[config.mk]
export PLATFORM = sky130hd
export DESIGN_NAME = xlate_unit
export DESIGN_NICKNAME = d
export VERILOG_FILES = /design/src/rtl/xlate_unit_pkg.sv /design/src/rtl/xlate_unit_utlb_array.sv /design/src/rtl/xlate_unit.sv
export SDC_FILE = /design/constraint.sdc
export NUM_CORES = 1
export LEC_CHECK = 0
export BUFFER_PORTS_ARGS = -buffer_cell sky130_fd_sc_hd__buf_2
export CAP_MARGIN = 20
export CORE_MARGIN = 2
export CORE_UTILIZATION = 35
export CTS_CLUSTER_DIAMETER = 80
export DETAILED_ROUTE_END_ITERATION = 12
export PLACE_DENSITY = 0.64
export SLEW_MARGIN = 40
export SYNTH_ARGS = -nofsm -noshare
export SYNTH_HDL_FRONTEND = slang
export SYNTH_SLANG_ARGS = --single-unit
[constraint.sdc]
create_clock -name clk -period 4.7 [get_ports clk]
set_clock_uncertainty 0.1 [all_clocks]
set_input_delay 0.47 -clock clk [delete_from_list [all_inputs] [get_ports clk]]
set_output_delay 0.47 -clock clk [all_outputs]
set_load 0.05 [all_outputs]
[src/rtl/xlate_unit_pkg.sv]
// Shared definitions for the address translation unit: exception codes,
// request types, CSR field positions, FSM states and the micro-TLB entry.
// No logic lives here beyond two small decode helpers.
package xlate_unit_pkg;

  // Exception codes reported on resp_ecode
  localparam logic [5:0] ECODE_TLBR = 6'h3F;
  localparam logic [5:0] ECODE_PIL  = 6'h01;
  localparam logic [5:0] ECODE_PIS  = 6'h02;
  localparam logic [5:0] ECODE_PIF  = 6'h03;
  localparam logic [5:0] ECODE_PME  = 6'h04;
  localparam logic [5:0] ECODE_PPI  = 6'h07;

  // req_type encodings
  localparam logic [1:0] RT_FETCH = 2'b00;
  localparam logic [1:0] RT_LOAD  = 2'b01;
  localparam logic [1:0] RT_STORE = 2'b10;

  // CRMD field positions
  localparam int CRMD_PLV_LO  = 0;
  localparam int CRMD_PLV_HI  = 1;
  localparam int CRMD_DA      = 3;
  localparam int CRMD_PG      = 4;
  localparam int CRMD_DATM_LO = 7;
  localparam int CRMD_DATM_HI = 8;

  // DMW field positions (PLV enables occupy bits 3:0, one per level)
  localparam int DMW_MAT_LO  = 4;
  localparam int DMW_MAT_HI  = 5;
  localparam int DMW_PSEG_LO = 25;
  localparam int DMW_PSEG_HI = 27;
  localparam int DMW_VSEG_LO = 29;
  localparam int DMW_VSEG_HI = 31;

  // Page size code for a 2 MB page; anything else is treated as 4 KB
  localparam logic [5:0] PS_2M = 6'd21;

  typedef enum logic [1:0] {ST_IDLE, ST_LOOKUP, ST_RESP} xl_state_e;

  // One cached translation, always stored at 4 KB granularity
  typedef struct packed {
    logic [19:0] vtag;
    logic [9:0]  asid;
    logic [19:0] ppn;
    logic [1:0]  plv;
    logic [1:0]  mat;
    logic        d;
  } utlb_entry_t;

  // Direct-window physical address: window segment replaces the top 3 bits
  function automatic logic [31:0] dmw_paddr(input logic [31:0] dmw, input logic [31:0] va);
    return {dmw[DMW_PSEG_HI:DMW_PSEG_LO], va[28:0]};
  endfunction

  // Page-invalid exception code depends on the access type
  function automatic logic [5:0] inv_ecode(input logic [1:0] t);
    logic [5:0] ec;
    case (t)
      RT_FETCH: ec = ECODE_PIF;
      RT_STORE: ec = ECODE_PIS;
      default:  ec = ECODE_PIL;
    endcase
    return ec;
  endfunction

endpackage

[src/rtl/xlate_unit_utlb_array.sv]
// Micro-TLB: fully associative store of recent fault-free translations.
// Latency: combinational lookup; fill and flush take effect on the next edge.
// Backpressure: none; flush beats a same-cycle fill, fills go to a round-robin slot.
module utlb_array
  import xlate_unit_pkg::*;
#(
  parameter int UTLB_DEPTH = 4
) (
  input  logic        clk,
  input  logic        reset,
  input  logic [19:0] i_lk_vtag,
  input  logic [9:0]  i_lk_asid,
  output logic        o_lk_hit,
  output utlb_entry_t o_lk_ent,
  input  logic        i_fill_en,
  input  utlb_entry_t i_fill_ent,
  input  logic        i_flush
);

  localparam int PTRW = $clog2(UTLB_DEPTH);

  logic [UTLB_DEPTH-1:0] r_vld;
  utlb_entry_t           r_ent [UTLB_DEPTH];
  logic [PTRW-1:0]       r_rr;

  // Valid bits and replacement pointer; flush wins over a same-cycle fill
  always_ff @(posedge clk) begin
    if (reset) begin
      r_vld <= '0;
      r_rr  <= '0;
    end else if (i_flush) begin
      r_vld <= '0;
    end else if (i_fill_en) begin
      r_vld[r_rr] <= 1'b1;
      r_rr        <= (r_rr == PTRW'(UTLB_DEPTH - 1)) ? '0 : r_rr + 1'b1;
    end
  end

  // Entry payload, written on a fill; stale contents are masked by r_vld
  always_ff @(posedge clk) begin
    if (i_fill_en && !i_flush) r_ent[r_rr] <= i_fill_ent;
  end

  // Associative match on tag and ASID; lowest matching slot wins
  always_comb begin
    o_lk_hit = 1'b0;
    o_lk_ent = '0;
    for (int i = UTLB_DEPTH - 1; i >= 0; i--) begin
      if (r_vld[i] && r_ent[i].vtag == i_lk_vtag && r_ent[i].asid == i_lk_asid) begin
        o_lk_hit = 1'b1;
        o_lk_ent = r_ent[i];
      end
    end
  end

endmodule

[src/rtl/xlate_unit.sv]
// Virtual-to-physical translation: direct, DMW window, micro-TLB or main-TLB lookup.
// Latency: 1 cycle for direct/window/micro-TLB hit, 2 cycles via the main TLB.
// Backpressure: response held until resp_ready; req_ready low in LOOKUP and stalled RESP.
module xlate_unit
  import xlate_unit_pkg::*;
#(
  parameter  int UTLB_DEPTH = 4,
  parameter  int TLBNUM     = 16,
  localparam int IDXW       = $clog2(TLBNUM)
) (
  input  logic            clk,
  input  logic            reset,
  input  logic            req_valid,
  output logic            req_ready,
  input  logic [31:0]     req_vaddr,
  input  logic [1:0]      req_type,
  output logic            resp_valid,
  input  logic            resp_ready,
  output logic [31:0]     resp_paddr,
  output logic [1:0]      resp_mat,
  output logic            resp_except,
  output logic [5:0]      resp_ecode,
  output logic [18:0]     s_vppn,
  output logic            s_va_bit12,
  output logic [9:0]      s_asid,
  input  logic            s_found,
  input  logic [IDXW-1:0] s_index,
  input  logic [19:0]     s_ppn,
  input  logic [5:0]      s_ps,
  input  logic [1:0]      s_plv,
  input  logic [1:0]      s_mat,
  input  logic            s_d,
  input  logic            s_v,
  input  logic [8:0]      csr_crmd,
  input  logic [9:0]      csr_asid,
  input  logic [31:0]     csr_dmw0,
  input  logic [31:0]     csr_dmw1,
  input  logic            flush
);

  xl_state_e   r_state, w_state_nxt;
  logic [31:0] r_vaddr;
  logic [1:0]  r_type;
  logic [31:0] r_resp_paddr;
  logic [1:0]  r_resp_mat;
  logic        r_resp_except;
  logic [5:0]  r_resp_ecode;

  logic        w_accept, w_in_lookup, w_direct, w_dmw0_hit, w_dmw1_hit;
  logic [1:0]  w_plv;
  logic        w_u_hit;
  utlb_entry_t w_u_ent;
  logic        w_cls_miss, w_cls_exc;
  logic [31:0] w_cls_paddr;
  logic [1:0]  w_cls_mat;
  logic [5:0]  w_cls_ecode;
  logic        w_lk_exc;
  logic [31:0] w_lk_paddr;
  logic [19:0] w_lk_ppn4k;
  logic [1:0]  w_lk_mat;
  logic [5:0]  w_lk_ecode;
  logic        w_fill_en;
  utlb_entry_t w_fill_ent;
  logic        w_unused;

  assign req_ready   = (r_state == ST_IDLE) || (r_state == ST_RESP && resp_ready);
  assign w_accept    = req_valid && req_ready;
  assign w_in_lookup = (r_state == ST_LOOKUP);
  assign resp_valid  = (r_state == ST_RESP);
  assign resp_paddr  = r_resp_paddr;
  assign resp_mat    = r_resp_mat;
  assign resp_except = r_resp_except;
  assign resp_ecode  = r_resp_ecode;

  // Main-TLB key is only driven while a lookup is in flight
  assign s_vppn     = w_in_lookup ? r_vaddr[31:13] : '0;
  assign s_va_bit12 = w_in_lookup ? r_vaddr[12] : 1'b0;
  assign s_asid     = w_in_lookup ? csr_asid : '0;

  assign w_plv      = csr_crmd[CRMD_PLV_HI:CRMD_PLV_LO];
  assign w_direct   = csr_crmd[CRMD_DA] || !csr_crmd[CRMD_PG];
  assign w_dmw0_hit = !w_direct && csr_dmw0[w_plv] &&
                      (req_vaddr[31:29] == csr_dmw0[DMW_VSEG_HI:DMW_VSEG_LO]);
  assign w_dmw1_hit = !w_direct && csr_dmw1[w_plv] &&
                      (req_vaddr[31:29] == csr_dmw1[DMW_VSEG_HI:DMW_VSEG_LO]);

  utlb_array #(.UTLB_DEPTH(UTLB_DEPTH)) u_utlb (
    .clk        (clk),
    .reset      (reset),
    .i_lk_vtag  (req_vaddr[31:12]),
    .i_lk_asid  (csr_asid),
    .o_lk_hit   (w_u_hit),
    .o_lk_ent   (w_u_ent),
    .i_fill_en  (w_fill_en),
    .i_fill_ent (w_fill_ent),
    .i_flush    (flush)
  );

  // Classify the incoming request: direct, window, micro-TLB hit, or miss
  always_comb begin
    w_cls_miss  = 1'b0;
    w_cls_exc   = 1'b0;
    w_cls_ecode = '0;
    w_cls_paddr = req_vaddr;
    w_cls_mat   = csr_crmd[CRMD_DATM_HI:CRMD_DATM_LO];
    if (w_direct) begin
      w_cls_paddr = req_vaddr;
    end else if (w_dmw0_hit) begin
      w_cls_paddr = dmw_paddr(csr_dmw0, req_vaddr);
      w_cls_mat   = csr_dmw0[DMW_MAT_HI:DMW_MAT_LO];
    end else if (w_dmw1_hit) begin
      w_cls_paddr = dmw_paddr(csr_dmw1, req_vaddr);
      w_cls_mat   = csr_dmw1[DMW_MAT_HI:DMW_MAT_LO];
    end else if (w_u_hit) begin
      w_cls_paddr = {w_u_ent.ppn, req_vaddr[11:0]};
      w_cls_mat   = w_u_ent.mat;
      if (w_plv > w_u_ent.plv) begin
        w_cls_exc   = 1'b1;
        w_cls_ecode = ECODE_PPI;
      end else if (req_type == RT_STORE && !w_u_ent.d) begin
        w_cls_exc   = 1'b1;
        w_cls_ecode = ECODE_PME;
      end
      if (w_cls_exc) begin
        w_cls_paddr = '0;
        w_cls_mat   = '0;
      end
    end else begin
      w_cls_miss = 1'b1;
    end
  end

  // Evaluate the main-TLB result; 2 MB pages are folded to a 4 KB ppn for caching
  always_comb begin
    w_lk_exc   = 1'b0;
    w_lk_ecode = '0;
    w_lk_ppn4k = (s_ps == PS_2M) ? {s_ppn[19:9], r_vaddr[20:12]} : s_ppn;
    w_lk_paddr = (s_ps == PS_2M) ? {s_ppn[19:9], r_vaddr[20:0]} : {s_ppn, r_vaddr[11:0]};
    w_lk_mat   = s_mat;
    if (!s_found) begin
      w_lk_exc   = 1'b1;
      w_lk_ecode = ECODE_TLBR;
    end else if (!s_v) begin
      w_lk_exc   = 1'b1;
      w_lk_ecode = inv_ecode(r_type);
    end else if (w_plv > s_plv) begin
      w_lk_exc   = 1'b1;
      w_lk_ecode = ECODE_PPI;
    end else if (r_type == RT_STORE && !s_d) begin
      w_lk_exc   = 1'b1;
      w_lk_ecode = ECODE_PME;
    end
    if (w_lk_exc) begin
      w_lk_paddr = '0;
      w_lk_mat   = '0;
    end
  end

  assign w_fill_en  = w_in_lookup && !w_lk_exc;
  assign w_fill_ent = '{vtag: r_vaddr[31:12], asid: csr_asid, ppn: w_lk_ppn4k,
                        plv: s_plv, mat: s_mat, d: s_d};

  // FSM state register
  always_ff @(posedge clk) begin
    if (reset) r_state <= ST_IDLE;
    else       r_state <= w_state_nxt;
  end

  // Next-state: misses detour through LOOKUP, everything else responds directly
  always_comb begin
    w_state_nxt = r_state;
    case (r_state)
      ST_IDLE:   if (w_accept) w_state_nxt = w_cls_miss ? ST_LOOKUP : ST_RESP;
      ST_LOOKUP: w_state_nxt = ST_RESP;
      ST_RESP: begin
        if (resp_ready) begin
          if (!req_valid)      w_state_nxt = ST_IDLE;
          else if (w_cls_miss) w_state_nxt = ST_LOOKUP;
          else                 w_state_nxt = ST_RESP;
        end
      end
      default:   w_state_nxt = ST_IDLE;
    endcase
  end

  // Request capture and response registers; response only changes when entering RESP
  always_ff @(posedge clk) begin
    if (reset) begin
      r_vaddr       <= '0;
      r_type        <= '0;
      r_resp_paddr  <= '0;
      r_resp_mat    <= '0;
      r_resp_except <= 1'b0;
      r_resp_ecode  <= '0;
    end else if (w_in_lookup) begin
      r_resp_paddr  <= w_lk_paddr;
      r_resp_mat    <= w_lk_mat;
      r_resp_except <= w_lk_exc;
      r_resp_ecode  <= w_lk_ecode;
    end else if (w_accept) begin
      r_vaddr <= req_vaddr;
      r_type  <= req_type;
      if (!w_cls_miss) begin
        r_resp_paddr  <= w_cls_paddr;
        r_resp_mat    <= w_cls_mat;
        r_resp_except <= w_cls_exc;
        r_resp_ecode  <= w_cls_ecode;
      end
    end
  end

  // Inputs and fields that translation does not consume
  assign w_unused = ^{s_index, csr_crmd[6:5], csr_crmd[2], csr_dmw0[28], csr_dmw0[24:6],
                      csr_dmw1[28], csr_dmw1[24:6], w_u_ent.vtag, w_u_ent.asid};

endmodule

Word-level counts from Yosys, hierarchy flattened

Memory sizes are Yosys's and may differ from the RTL's.
Cells that the tools add are included.

Register bits: 83
RAM bits: 220
Output and inout bits: 73
Memories kept: 1

Add/subtract/negate cells: 1
Order comparisons: 5
Eq/ne operators: 19
Muxes and demuxes: 80
Bitwise logic cells: 3
Reduce and logical (&&, ||, !) cells: 35

Memory list:

| memory       | words | bits a word | rd ports | clocked after Yosys merged registers in | write ports | RTL line                    | source |
|---|---|---|---|---|---|---|---|
| u_utlb.r_ent | 4     | 55          | 4        | 0                                       | 1           | xlate_unit_utlb_array.sv:23 | `utlb_entry_t r_ent [UTLB_DEPTH];` |

Operators with widths:

| cell                                                                         | number |
|---|---|
| 32-bit two-way mux                                                           | 9 |
| 25-bit two-way mux                                                           | 4 |
| 20-bit == test                                                               | 4 |
| 10-bit == test                                                               | 4 |
| 1-bit two-way mux                                                            | 31 |
| 6-bit two-way mux                                                            | 5 |
| 2-bit two-way mux                                                            | 14 |
| 3-bit two-way mux                                                            | 8 |
| 21-bit two-way mux                                                           | 1 |
| 1-bit logical AND                                                            | 19 |
| 19-bit two-way mux                                                           | 1 |
| 10-bit two-way mux                                                           | 1 |
| 9-bit two-way mux                                                            | 1 |
| 2-bit == test, second input constant                                         | 4 |
| 2-bit AND reduction                                                          | 4 |
| 3-bit == test                                                                | 2 |
| 6-bit by 5-bit == test with 1-bit output, second input constant              | 1 |
| 1-bit logical NOT                                                            | 6 |
| 2-bit by 6-bit less-than comparator with 1-bit output, second input constant | 1 |
| 2-bit one-hot mux with 3 select lines                                        | 1 |
| 1-bit binary-select mux with 2-bit select                                    | 2 |
| 2-bit > comparator                                                           | 2 |
| 2-bit logical NOT                                                            | 2 |
| 2-bit != test, second input constant                                         | 2 |
| other kinds (12)                                                             | 14 |

Depth between registers and ports, before layout

Gate-level depths: netlist of run 1.
An unclocked memory read counts as a cell.

Depth in word-level cells: 24
Mapped depth: 21

Cells and area by module

From an unflattened synthesis of run 1, not the netlist that was laid out.

Cells, all modules: 1309
Area, all modules: 14721.6 um2

By module, submodules not included:

| module     | instances | cells an instance | area each (um2) | sequential area each (um2) |
|---|---|---|---|---|
| utlb_array | 1         | 793               | 10553.9         | 6726.5 |
| xlate_unit | 1         | 516               | 4167.7          | 1501.4 |

Least setup slack after synthesis of run 1

Ideal clock, no wire load.

Path type: input to register
From: input port req_vaddr[13]
To: register r_resp_mat[0], in the netlist resp_mat[0]
Setup time: 0.095 ns
Data arrival time: 3.957 ns
Required time: 4.505 ns
Slack: 0.547 ns
Stages on the path: 19
Path buffers: 4
Cell sequence: buf_2 -> xnor2_1 -> nand4_1 -> nor4_1 -> and2_1 -> buf_2 -> buf_4 -> buf_2 -> o21ai_0 -> mux2i_1 -> nor2_1 -> a21oi_1 -> ha_1 -> nor2b_1 -> o21ai_0 -> o2111ai_1 -> a211oi_2 -> o2111ai_1 -> a221oi_1

Cells in the longest elaborated chain, start to end: 23
Elaborated cells on any way between the ends: 43
Those cells by class: order compare (1); eq/ne (5); mux (26); reduce/logical (11)

Ends and longest elaborated chain:

| what                             | RTL line                    | source |
|---|---|---|
| start, declared                  | xlate_unit.sv:15            | `input logic [31:0] req_vaddr,` |
| 20-bit == test                   | xlate_unit_utlb_array.sv:49 | `if (r_vld[i] && r_ent[i].vtag == i_lk_vtag && r_ent[i].asid == i_lk_asid) begin` |
| 1-bit logical AND (2 in series)  | xlate_unit_utlb_array.sv:49 |  |
| 25-bit two-way mux (4 in series) | xlate_unit_utlb_array.sv:49 |  |
| 1-bit logical NOT                | xlate_unit.sv:120           | `end else if (req_type == RT_STORE && !w_u_ent.d) begin` |
| 1-bit logical AND                | xlate_unit.sv:120           |  |
| 1-bit two-way mux                | xlate_unit.sv:120           |  |
| 1-bit two-way mux                | xlate_unit.sv:117           | `if (w_plv > w_u_ent.plv) begin` |
| 1-bit two-way mux                | xlate_unit.sv:114           | `end else if (w_u_hit) begin` |
| [... 3 more ...]                 | -                           |  |
| 2-bit two-way mux                | xlate_unit.sv:124           | `if (w_cls_exc) begin` |
| 2-bit two-way mux                | xlate_unit.sv:114           |  |
| 2-bit two-way mux                | xlate_unit.sv:111           | `end else if (w_dmw1_hit) begin` |
| 2-bit two-way mux                | xlate_unit.sv:108           | `end else if (w_dmw0_hit) begin` |
| 2-bit two-way mux                | xlate_unit.sv:106           | `if (w_direct) begin` |
| 2-bit two-way mux                | xlate_unit.sv:203           | `if (!w_cls_miss) begin` |
| 2-bit two-way mux                | xlate_unit.sv:200           | `end else if (w_accept) begin` |
| 2-bit two-way mux                | xlate_unit.sv:195           | `end else if (w_in_lookup) begin` |
| end signal, assigned             | xlate_unit.sv:197           | `r_resp_mat <= w_lk_mat;` |
| end signal, assigned             | xlate_unit.sv:205           | `r_resp_mat <= w_cls_mat;` |
| end, declared                    | xlate_unit.sv:45            | `logic [1:0] r_resp_mat;` |

Several ways; a longest one is shown, not always the timed one. The select of a mux whose other input is x is not followed.
A chain may end at the register's enable or synchronous reset.

==> flow_summary.json, run 1 <==
{
  "antenna_found_initial": 3,
  "grt_overflow": 0,
  "p_per_area_nw_per_um2": 389,
  "wl_met3_mm": 2.10,
  "power_frac_comb_pct": 8.6,
  "drt_iter0_drc": 651,
  "setup_tns_ns": 0,
  "die-area_um2": 38600,
  "tightest_slew_ns": 0.736,
  "slew-limit-headroom_pct": 50.8,
  "cts_buffer_depth": 3,
  "coreArea_um2": 36500,
  "fin_crit_sh_pct": 89.2,
  "post-place-cells": 1668,
  "clk_pin_slew_ns": 0.06,
  "fin_ws_ns": 0.510,
  "synth_area_leaders": "edfxtp_1, dfxtp_1, xnor2_1",
  "p_clk_share_pct": 42.7,
  "row_count": 70,
  "h-tree-depth": 2,
  "r2r_cells": 14,
  "arrival_ns": 4.51,
  "synth-edff-count": 220,
  "netlist.area_leader.share_pct": 51.0,
  "syn_inst": 1065,
  "cts_hold_buffers": 0,
  "cp-start-kind": "register",
  "io_pins": 232,
  "worstSetupEndpoint": "resp_mat[0]",
  "critPathCaptureType": "register",
  "crit_type": "reg2reg",
  "met2_length_mm": 17.4,
  "wire_per_inst_um": 20.7,
  "grt_max_degree": 57,
  "drive_above_1_share_pct": 23.4,
  "cts_resized": 0,
  "synth_largest_area_cell": "edfxtp_1",
  "yosys_register_bits": 301,
  "slew_viol_final": 0,
  "final_cells": 1735,
  "r2r-start": "u_utlb.r_ent[1][37]",
  "top_layer_used": "met4",
  "synthToLayoutAreaGrowth_pct": 19.8,
  "r2r_end": "resp_mat[0]",
  "setup_viol": 0,
  "post-dp-hpwl_mm": 24.1,
  "cts_setup_buffers": 0,
  "final_nets": 1404,
  "grt_first_pass_wirelength_mm": 53.8,
  "gp_congestion": 0.792,
  "worstPathMaxFanout": 5,
  "postLayoutCoreUtil_pct": 42.5,
  "seq_power_share_pct": 48.7,
  "p_leak_nw": 5.47,
  "switching_share_pct": 24.2,
  "vias": 9113,
  "wirelength_mm": 36.0,
  "grt_pass1_vias": 8938,
  "synth_area_um2": 13000,
  "rsz0062_at_grt": "no",
  "startpoint": "u_utlb.r_ent[1][37]",
  "r2r_slack_ns": 0.51,
  "ys_warn_count": 0,
  "clkSinkCount": 301,
  "hold_viol_final": 0,
  "outcome": "finished, final reports clean",
  "synth_nets": 1232,
  "power_switching_mw": 1.46,
  "hold_path.class": "in2reg",
  "drcViolationCount": 0,
  "die_w_um": 196,
  "numCtsBuffers": 35,
  "holdPathStages": 1,
  "clock.fmax_mhz": 239,
  "place_worst_setup_slack_ns": 0.257,
  "start_util_pct": 35.5,
  "internal_power_mw": 4.58,
  "cts_root_buffer": "clkbuf_16",
  "irDropWorstVdd_uv": 203,
  "required_ns": 5.02,
  "synth_ff_type": "edfxtp_1",
  "synthDistinctLibCells": 49,
  "clock_latency_ns": 0.52,
  "seq_area_frac_synth_pct": 63.5,
  "drt-met1-wl_mm": 15.7,
  "cts_tree": "yes",
  "final_antenna_net_count": 0,
  "viasPerCell": 5.25,
  "drv.max_cap_violation_count": 0,
  "track_usage_pct": 18.4,
  "firstDrtPassIters": 5,
  "io_buffers": 184,
  "die_h_um": 196,
  "period_minus_slack_ns": 4.19,
  "synth-async-reset-ratio_pct": 0,
  "avgSynthCellArea_um2": 12.2
}
==> how the worst min path moves through the flow <==
stage | from | endpoint | slack (ns)
2_1_floorplan | r_vaddr[0] | r_vaddr[0] | 0.34
3_3_place_gp | r_vaddr[6] | r_vaddr[6] | 0.34
3_5_place_dp | r_vaddr[8] | r_vaddr[8] | 0.35
4_1_cts | s_ppn[16] | u_utlb.r_ent[3][21] | 0.08
5_1_grt | s_ppn[19] | u_utlb.r_ent[3][24] | 0.09
6_report | s_ppn[9] | u_utlb.r_ent[0][14] | 0.09
==> sequential cells by signal, summed over array words and instances, names as in the netlist <==
register      count
u_utlb.r_vld      4
r_type            2
u_utlb.r_rr       2
resp_paddr       32
resp_ecode        4
resp_mat          2
r_vaddr          32
u_utlb.r_ent    220
r_state           2
resp_except       1
==> layer usage <==
metal | track usage, % | up-vias
met5 | 0 | -
met4 | 5.64 | 0
met3 | 3.03 | 56
met2 | 30.5 | 302
met1 | 24.7 | 4517
li1 | - | 4238
==> power by group through the flow <==
stage          combinational, mW  clock [mW]  sequential (mW)
3_3_place_gp               0.510           0             2.99
3_5_place_dp               0.520           0             3.00
2_1_floorplan              0.244           0             3.07
6_report                   0.520        2.58             2.94
5_1_grt                    0.560        2.73             2.95
4_1_cts                    0.522        2.62             2.94
==> through the flow <==
| step | hold slack, ns | cell area [um^2] | power [mW] |
|---|---|---|---|
| 6_report | 0.0945 | 15500 | 6.04 |
| 2_1_floorplan | 0.337 | 13000 | 3.32 |
| 5_1_grt | 0.0855 | 15500 | 6.23 |
| 3_5_place_dp | 0.350 | 14400 | 3.52 |
| 4_1_cts | 0.0811 | 15500 | 6.08 |
| 3_3_place_gp | 0.342 | 14400 | 3.50 |
==> cell usage after synthesis (12+ instances only) <==
master and number:
xor2_1 19, a221oi_1 22, dfxtp_1 81, xnor2_1 107, o21ai_0 22, mux2_2 12
a21oi_1 76, a211oi_1 15, nand3_1 23, and2_1 39, nand4_1 28, buf_2 41
nand2_1 122, clkbuf_1 38, o211ai_1 15, nor3_1 19, a22oi_1 12, nor2_1 49
edfxtp_1 220
==> area by class of cell <==
class	count	area [um^2]
diodes	3	7.51
clock buffers	50	977
clock inverters	14	114
fillers	3376	21000
inverters	8	30.0
multi-input cells	670	4330
flip-flops and latches	301	8230
well taps	468	586
repair buffers	221	1250
==> placed cells by master, fill, tap and decap left out, types with 5 or more instances in the layout <==
master,Yosys,layout
edfxtp_1,220,220
buf_2,41,183
nand2_1,122,122
xnor2_1,107,107
dfxtp_1,81,81
a21oi_1,76,76
nor2_1,49,48
clkbuf_16,0,36
and2_1,39,35
buf_4,5,34
nand4_1,28,28
nand3_1,23,23
o21ai_0,22,22
a221oi_1,22,22
nor3_1,19,19
xor2_1,19,19
a211oi_1,15,15
o211ai_1,15,15
mux2_2,12,12
a22oi_1,12,12
clkbuf_1,38,11
nor4_1,11,10
mux2i_1,8,8
inv_1,8,8
o311ai_1,8,8
ha_1,8,8
o311ai_0,6,6
clkinv_1,0,6
nand3b_1,5,5
nor2b_1,6,5
and3_1,5,5
o2111ai_1,5,5
a31oi_1,6,5
==> cells by family after synthesis <==
kind of cell / after synthesis / share of synthesized area (%)
AND/OR/NAND/NOR: 316 / 11.8
flip-flops: 301 / 63.5
AO/OA/AOI/OAI: 198 / 10.1
XOR/XNOR: 126 / 8.52
buffers and inverters: 94 / 3.26
multiplexers: 22 / 2.01
adder cells (fa/ha/maj): 8 / 0.773
==> worst max-delay path, cell delays in order (launching register included) <==
cell       delay, ns
edfxtp_1        0.38
xnor2_1         0.20
nand4_1         0.20
nor4_1          0.61
nand2_1         0.28
mux2i_1         0.21
nor2_1          0.06
a21oi_1         0.15
ha_1            0.27
nor2b_1         0.14
o21ai_0         0.23
o2111ai_1       0.23
a211oi_2        0.54
o2111ai_1       0.18
a221oi_1        0.29
No activity file was read; power rests on OpenSTA's default activity.
==> inputs of run 2 (changes only) <==
- BUFFER_PORTS_ARGS: -buffer_cell sky130_fd_sc_hd__buf_2 -> not set
- CORE_ASPECT_RATIO: not set -> 0.6
- DONT_BUFFER_PORTS: not set -> 1
- PLACE_DENSITY: 0.64 -> 0.59
==> flow_summary.json, run 2 (synthesis gave the netlist of run 1 again) <==
{
  "slew_viol_final": 0,
  "fin_crit_sh_pct": 94.6,
  "drv.max_cap_violation_count": 0,
  "hold_path.class": "in2reg",
  "grt_first_pass_wirelength_mm": 58.9,
  "wire_per_inst_um": 25.1,
  "track_usage_pct": 20.6,
  "setup_tns_ns": 0,
  "period_minus_slack_ns": 4.44,
  "outcome": "finished, final reports clean",
  "clock_latency_ns": 0.57,
  "layout_common_cells": "edfxtp_1, nand2_1, xnor2_1",
  "grt_pass1_vias": 8582,
  "firstDrtPassIters": 5,
  "start_util_pct": 35.6,
  "arrival_ns": 4.85,
  "cts_tree": "yes",
  "gp_congestion": 0.784,
  "drive_above_1_share_pct": 9.81,
  "drt_iter0_drc": 908,
  "row_count": 54,
  "worstPathMaxFanout": 19,
  "irDropWorstVdd_uv": 274,
  "fill_cells": 3357,
  "clock.fmax_mhz": 225,
  "hold_viol_final": 0,
  "die-area_um2": 38600,
  "p_per_area_nw_per_um2": 380,
  "rsz0062_at_grt": "no",
  "top_register": "u_utlb.r_ent",
  "die_h_um": 153,
  "clk_pin_slew_ns": 0.07,
  "synthToLayoutAreaGrowth_pct": 17.1,
  "required_ns": 5.11,
  "tightest_slew_ns": 0.691,
  "numCtsBuffers": 29,
  "io_pins": 232,
  "setup_viol": 0,
  "cp-start-kind": "register",
  "whs_ns": 0.0340,
  "cts_buffer_depth": 3,
  "vias": 8885,
  "mostFrequentLayoutCell": "edfxtp_1",
  "final_nets": 1276,
  "wirelength_mm": 40.4,
  "io_buffers": 0,
  "cts_root_buffer": "clkbuf_16",
  "grt_max_degree": 82,
  "power.total_mw": 5.76,
  "diodes": 0,
  "final_antenna_net_count": 0,
  "coreArea_um2": 36400,
  "h-tree-depth": 1,
  "slew-limit-headroom_pct": 53.8,
  "post-dp-hpwl_mm": 25.7,
  "clkSinkCount": 301,
  "p_leak_nw": 4.88,
  "largest_reg_flops": 220,
  "grt_overflow": 0,
  "antenna_found_initial": 0,
  "viasPerCell": 5.53,
  "critPathCaptureType": "register",
  "die_w_um": 252,
  "crit_type": "reg2reg",
  "drcViolationCount": 0
}
-- run 2: cell types whose count changed in the layout (fill, tap and decap cells not counted), moves of 2 or more --
cell,previous run,this run
clkbuf_1,11,9
dlygate4sd3_1,0,64
bufinv_16,1,3
clkinv_1,6,3
buf_4,34,28
clkbuf_16,36,29
buf_2,183,0
clkinvlp_4,2,0
xnor2_2,0,3
clkinv_2,2,4
xnor2_1,107,104
clkinv_4,0,2
diode_2,3,0
-- run 2: worst max-delay path: stages, from the launching register on --
cell	delay (ns)
edfxtp_1	0.38
xor2_1	0.20
nor4_1	0.38
nand4_1	0.38
nor2_4	0.26
nand2_1	0.07
o21ai_0	0.23
mux2i_1	0.12
nor2_1	0.11
a21oi_1	0.05
ha_1	0.28
nor2b_1	0.15
o21ai_2	0.20
o2111ai_2	0.20
a31oi_4	0.26
buf_12	0.19
nand3_1	0.10
a21oi_1	0.16
dlygate4sd3_1	0.55
-- run 2: worst paths after layout --
path	end	depth (start not counted)	from	slack (ns)
min reg2reg	r_vaddr[1]	2	r_vaddr[1]	0.36
max reg2reg	resp_paddr[7]	18	u_utlb.r_ent[3][53]	0.26
max	resp_paddr[7]	18	u_utlb.r_ent[3][53]	0.26
min	resp_paddr[23]	2	s_ppn[11]	0.03
-- run 2: through the flow --
stage	util (%)	area (um^2)	setup slack [ns]	cells
detailed placement	37.1	13500	0.286	1488
global route	41.7	15200	0.0309	1607
finish	41.7	15200	0.255	1607
global placement	37.1	13500	0.354	1487
CTS	41.5	15100	0.0301	1606
floorplan	-	13000	0.547	1065
-- run 2: area by class of cell --
class | instances | area, um^2 | area share [%]
well taps | 476 | 596 | 3.93
flip-flops and latches | 301 | 8230 | 54.2
clock inverters | 13 | 148 | 0.973
multi-input cells | 670 | 4390 | 28.9
inverters | 8 | 30.0 | 0.198
clock buffers | 40 | 787 | 5.19
repair buffers | 99 | 993 | 6.55
-- run 2: repair_timing --
action,in CTS,in global routing
setup endpoints to repair,0,1
hold buffers,65,0
buffers inserted,0,0
hold endpoints to repair,185,0
gates resized for setup,0,7
-- run 2: where the power goes --
| group | switching (mW) | leakage, nW | internal, mW | total, mW |
|---|---|---|---|---|
| Combinational | 0.207 | 1.76 | 0.153 | 0.361 |
| Sequential | 0.149 | 2.66 | 2.89 | 3.04 |
| Clock | 1.03 | 0.458 | 1.34 | 2.36 |
-- run 2: layer usage --
metal / vias to the layer above / routed length (um) / GRT usage, % / share of wire (%)
met3: 66 / 3730 / 5.04 / 9.2
li1: 3990 / - / - / -
met1: 4428 / 18500 / 30.9 / 46
met5: - / 0 / 0 / 0
met4: 0 / 1030 / 4.82 / 2.5
met2: 401 / 17100 / 30.0 / 42
